[src/rtl/nand_stim_pkg.sv]
// Shared state encoding and default timing constants for the NAND stimulus generator.
package nand_stim_pkg;

  typedef enum logic [1:0] {
    IDLE = 2'd0,
    RUN  = 2'd1,
    DONE = 2'd2
  } state_t;

  localparam int DEF_HALF_A  = 10;
  localparam int DEF_HALF_B  = 7;
  localparam int DEF_HALF_C  = 5;
  localparam int DEF_HALF_D  = 1;
  localparam int DEF_RUN_LEN = 140;

endpackage

[src/rtl/nand_stim_gen_toggle_channel.sv]
// One square-wave channel: a half-period counter and the output flop it toggles.
module toggle_channel
  import nand_stim_pkg::*;
#(
  parameter int HALF  = 1,
  parameter int CNT_W = 8
) (
  input  logic clk,
  input  logic rst,
  input  logic en,
  input  logic clr,
  output logic q
);

  localparam logic [CNT_W-1:0] LAST = CNT_W'(HALF - 1);

  logic [CNT_W-1:0] cnt_r;
  logic             q_r;

  // Half-period counter and output flop; clear has priority over enable.
  always_ff @(posedge clk or posedge rst) begin
    if (rst) begin
      cnt_r <= {CNT_W{1'b0}};
      q_r   <= 1'b0;
    end else if (clr) begin
      cnt_r <= {CNT_W{1'b0}};
      q_r   <= 1'b0;
    end else if (en) begin
      if (cnt_r == LAST) begin
        cnt_r <= {CNT_W{1'b0}};
        q_r   <= ~q_r;
      end else begin
        cnt_r <= cnt_r + {{(CNT_W-1){1'b0}}, 1'b1};
      end
    end else begin
      cnt_r <= cnt_r;
      q_r   <= q_r;
    end
  end

  assign q = q_r;

endmodule

[src/rtl/nand_stim_gen.sv]
// Four-channel square-wave stimulus for the NAND gate block, gated by a
// start/stop handshake that runs one exhaustive pattern window.
module nand_stim_gen
  import nand_stim_pkg::*;
#(
  parameter int HALF_A  = DEF_HALF_A,
  parameter int HALF_B  = DEF_HALF_B,
  parameter int HALF_C  = DEF_HALF_C,
  parameter int HALF_D  = DEF_HALF_D,
  parameter int RUN_LEN = DEF_RUN_LEN,
  parameter int CNT_W   = 8
) (
  input  logic clk,
  input  logic rst,
  input  logic start,
  input  logic stop,
  output logic a,
  output logic b,
  output logic c,
  output logic d,
  output logic busy,
  output logic done
);

  localparam int CNT_MAX = (1 << CNT_W) - 1;

  if (HALF_A < 1 || HALF_A > CNT_MAX || HALF_B < 1 || HALF_B > CNT_MAX ||
      HALF_C < 1 || HALF_C > CNT_MAX || HALF_D < 1 || HALF_D > CNT_MAX ||
      RUN_LEN < 1 || RUN_LEN > CNT_MAX) begin : g_param_err
    $error("nand_stim_gen: half-periods and RUN_LEN must be in 1 .. 2**CNT_W-1");
  end

  localparam logic [CNT_W-1:0] RUN_LAST = CNT_W'(RUN_LEN - 1);

  state_t           state_r;
  state_t           state_next_s;
  logic [CNT_W-1:0] run_cnt_r;
  logic             busy_r;
  logic             done_r;
  logic             en_s;
  logic             clr_s;

  // Next-state decode; channels are held clear everywhere except an unaborted RUN.
  always_comb begin
    state_next_s = state_r;
    en_s         = 1'b0;
    clr_s        = 1'b1;
    case (state_r)
      IDLE: begin
        if (start && !stop) begin
          state_next_s = RUN;
        end else begin
          state_next_s = IDLE;
        end
      end
      RUN: begin
        en_s = 1'b1;
        if (stop) begin
          state_next_s = IDLE;
        end else begin
          clr_s = 1'b0;
          if (run_cnt_r == RUN_LAST) begin
            state_next_s = DONE;
          end else begin
            state_next_s = RUN;
          end
        end
      end
      DONE: begin
        state_next_s = IDLE;
      end
      default: begin
        state_next_s = IDLE;
      end
    endcase
  end

  // State, run-window counter and registered status flags.
  always_ff @(posedge clk or posedge rst) begin
    if (rst) begin
      state_r   <= IDLE;
      run_cnt_r <= {CNT_W{1'b0}};
      busy_r    <= 1'b0;
      done_r    <= 1'b0;
    end else begin
      state_r <= state_next_s;
      busy_r  <= (state_next_s == RUN);
      done_r  <= (state_next_s == DONE);
      if (state_r == RUN && state_next_s == RUN) begin
        run_cnt_r <= run_cnt_r + {{(CNT_W-1){1'b0}}, 1'b1};
      end else begin
        run_cnt_r <= {CNT_W{1'b0}};
      end
    end
  end

  toggle_channel #(.HALF(HALF_A), .CNT_W(CNT_W)) u_ch_a (
    .clk(clk), .rst(rst), .en(en_s), .clr(clr_s), .q(a)
  );
  toggle_channel #(.HALF(HALF_B), .CNT_W(CNT_W)) u_ch_b (
    .clk(clk), .rst(rst), .en(en_s), .clr(clr_s), .q(b)
  );
  toggle_channel #(.HALF(HALF_C), .CNT_W(CNT_W)) u_ch_c (
    .clk(clk), .rst(rst), .en(en_s), .clr(clr_s), .q(c)
  );
  toggle_channel #(.HALF(HALF_D), .CNT_W(CNT_W)) u_ch_d (
    .clk(clk), .rst(rst), .en(en_s), .clr(clr_s), .q(d)
  );

  assign busy = busy_r;
  assign done = done_r;

endmodule

[config.mk]
export PLATFORM = sky130hd
export DESIGN_NAME = nand_stim_gen
export DESIGN_NICKNAME = d
export VERILOG_FILES = /design/src/rtl/nand_stim_pkg.sv /design/src/rtl/nand_stim_gen_toggle_channel.sv /design/src/rtl/nand_stim_gen.sv
export SDC_FILE = /design/constraint.sdc
export NUM_CORES = 1
export LEC_CHECK = 0
export BUFFER_PORTS_ARGS = -buffer_cell sky130_fd_sc_hd__buf_2
export CORE_UTILIZATION = 50
export DETAILED_ROUTE_END_ITERATION = 7
export PLACE_DENSITY = 0.67
export REMOVE_ABC_BUFFERS = 1
export SKIP_LAST_GASP = 1
export SLEW_MARGIN = 20
export SYNTH_ARGS = -nofsm -noshare
export SYNTH_HDL_FRONTEND = slang
export SYNTH_SLANG_ARGS = --single-unit
[constraint.sdc]
create_clock -name clk -period 2 [get_ports clk]
set_input_delay 0.1 -clock clk [delete_from_list [all_inputs] [get_ports clk]]
set_output_delay 0.1 -clock clk [all_outputs]
set_load 0.02 [all_outputs]
==> key figures <==
Timing
  • Min cycle time layout: 1.68 ns
  • Final Max Tran Viols: 0
  • Setup TNS: 0 ns
  • Slew of the pin with the lowest slew margin: 0.564 ns
  • Final Setup Violations: 0
  • Clock Skews: 0.00962 ns
  • Worst slew margin: 62.3%
  • F_max: 596 MHz
  • RSZ-0062 raised after global routing: false
  • Hold Vio Cnt, Final: 0
  • Period Utilization, post-route: 83.9%

Synth
  • EDFF count, synth: 0
  • Flops & latches, synth: 48
  • Post-synthesis mux area share: 0%
  • Primary FF master, synth: dfrtp_1
  • Post-Synth XOR/XNOR Area: 5.07%
  • Async SR Flop Fraction: 100%
  • Cell variety after synth: 30
  • Simple-gate share of the synthesized area: 22.2%
  • Compound-Gate Fraction of Synth Area: 12.2%
  • Synth Instances: 225
  • Avg Inst Size Synth: 9.98 sq um
  • Adder-Cell Fraction of Synth Area: 5.01%
  • Largest family of logic cells by synthesized area: simple AND/OR/NAND/NOR gates
  • Area of the mapped netlist: 2250 sq um
  • Sequential area share after synthesis: 53.5%
  • Yosys Warn Count: 0

Routing
  • DR pass1 iterations: 4
  • Routed Wire Length: 3.94 mm
  • WL/cell: 13.0 microns
  • Detailed-route via count: 1682
  • DRC viols: 0
  • DRT iter0 DRCs: 98
  • Post-route ant nets: 0
  • Vias per inst: 5.57

Clock tree
  • Later-pin clock latency in the skew report: 0.29 ns
  • TritonCTS Buffers: 5
  • H-tree levels: 2
  • Clock slew seen by the registers of the worst setup and hold paths: 0.09 ns
  • Post-CTS sizing: 0
  • Clock Sink Count: 48
  • CTS tree: built
  • Longest Clk Path Bufs: 2
  • Clk root buf: clkbuf_8

Floorplan
  • Die area: 4760 sq um
  • Total I/O pin count: 10
  • Row count: 24
  • Die H: 69.0 microns
  • Die span in x: 69.0 microns
  • Starting density of the core: 51.9%
  • CORE AREA: 4320 sq um

Critical path
  • R2R Path End: u_ch_d.q
  • Critical path fanouts, max: 5
  • R2R Path Start: u_ch_d.cnt_r[0]
  • Worst Setup End Kind: flop
  • Worst Path Required: 2.22 ns
  • CP startpoint kind: flop
  • Worst endpoint data arrival time: 1.89 ns
  • R2r setup slk: 0.32 ns
  • R2R depth: 5
  • Setup CP Type: flop to flop

Run
  • MaxCap Viol Count: 0

Cells and area
  • Share of post-route cells with drive strength above 1: 10.8%
  • Area grow syn2layout: 13.5%
  • ANT cells: 0
  • Nets: 262
  • Final Util: 58.9%
  • Filler cell count: 391

Status
  • Status: complete, no violations

Global routing
  • Vias in the first global route: 1691
  • GRT Total Usage: 18.5%
  • Antenna violations before repair: 0
  • Gr ovfl total: 0
  • Largest net degree at the start of global routing: 49
  • First-pass GRT wire length: 7.17 mm

Worst hold path
  • Worst Hold Class: primary input to flop
  • Worst Hold End: busy
  • Hold path start: start
  • WHS Path Cells: 3

Power and ir drop
  • Max VDD drop: 345 uV
  • Leakage: 0.00107 uW
  • Total power: 1740 uW
  • Power density over cell area: 684 nW/um^2

Placed design
  • Hpwl dp: 2.72 mm
  • GPL Wtd Cong: 0.781
  • PortBufs: 9
report_power, final:
part           total (uW)  internal (uW)  switching (uW)
Sequential            989            979            9.40
Combinational        77.1           28.3            48.8
Clock                 678            371             307
Total                1740           1380             365
cell families after synthesis:
logic type	Yosys count
AND/OR/NAND/NOR	94
flip-flops	48
AO/OA/AOI/OAI	49
adder cells (fa/ha/maj)	9
buffers and inverters	12
XOR/XNOR	13
critical path, cell delays in order, from the launching register on:
cell and delay, ns:
dfrtp_1 0.44, inv_1 0.08, ha_1 0.13, or4b_1 0.46, or3_1 0.36, a21oi_1 0.14
worst max path at each step:
stage | startpoint | to
global route | u_ch_d.cnt_r[0] | u_ch_d.q
CTS | u_ch_d.cnt_r[0] | u_ch_d.q
global placement | u_ch_d.cnt_r[0] | u_ch_d.q
detailed placement | u_ch_d.cnt_r[0] | u_ch_d.q
floorplan | u_ch_d.cnt_r[0] | u_ch_d.cnt_r[2]
finish | u_ch_d.cnt_r[0] | u_ch_d.q
sequential cells by signal, summed over array words and instances (netlist names):
name          flops
u_ch_b.q          1
u_ch_c.q          1
u_ch_c.cnt_r      8
u_ch_a.cnt_r      8
state_r           2
u_ch_d.q          1
run_cnt_r         8
u_ch_d.cnt_r      8
done              1
u_ch_a.q          1
busy              1
u_ch_b.cnt_r      8
cell usage after synthesis (9+ instances only):
master / number / area, sq um
o21ai_0: 18 / 90.1
nand2_1: 13 / 48.8
inv_1: 10 / 37.5
dfrtp_1: 48 / 1200
a21oi_1: 21 / 105
or3_1: 18 / 113
nor2_1: 26 / 97.6
ha_1: 9 / 113
xor2_1: 9 / 78.8
nand3_1: 18 / 90.1
placed cells by master (no fill, tap or decap), types with 3 or more instances in the layout:
cell,instances
o31ai_1,4
ha_1,9
nand2_1,13
nand4_1,3
or3_1,18
a21oi_1,21
buf_2,9
inv_1,9
xnor2_1,4
xor2_1,9
dfrtp_1,48
clkbuf_8,5
o21ai_0,18
nor2_1,26
buf_4,7
nand3_1,18
or4_1,4
repair_timing:
| item | 4_1_cts | 5_1_grt |
|---|---|---|
| endpoints found under the hold margin | 50 | 0 |
| setup endpoints to repair | 0 | 0 |
| hold buffers | 2 | 0 |
| buffers inserted | 0 | 0 |
layer usage:
metal	vias up	share of wire (%)	track usage, %	wire length (microns)
li1	851	-	-	-
met1	810	48	23.5	1870
met2	16	49	31.0	1920
met3	5	2.7	3.65	105
met4	0	1.0	7.03	40
met5	-	0	0	0
through the flow:
step,setup slack (ns),instance area [sq um],cells,hold WS [ns]
floorplan,0.394,2240,223,0.178
global placement,0.398,2420,292,0.163
detailed placement,0.348,2420,292,0.161
CTS,0.316,2550,302,0.107
global route,0.218,2550,302,0.168
finish,0.323,2550,302,0.112
area by class of cell:
class                           instances  area (sq um)  area share [%]
Clock inverter                          2          35.0            1.37
Timing Repair Buffer                   19           138            5.40
Sequential cell                        48          1200            47.1
Tap cell                               52          65.1            2.55
Multi-Input combinational cell        165          1000            39.2
Inverter                               10          37.5            1.47
Clock buffer                            6          72.6            2.85
No activity file was read; power rests on OpenSTA's default activity.
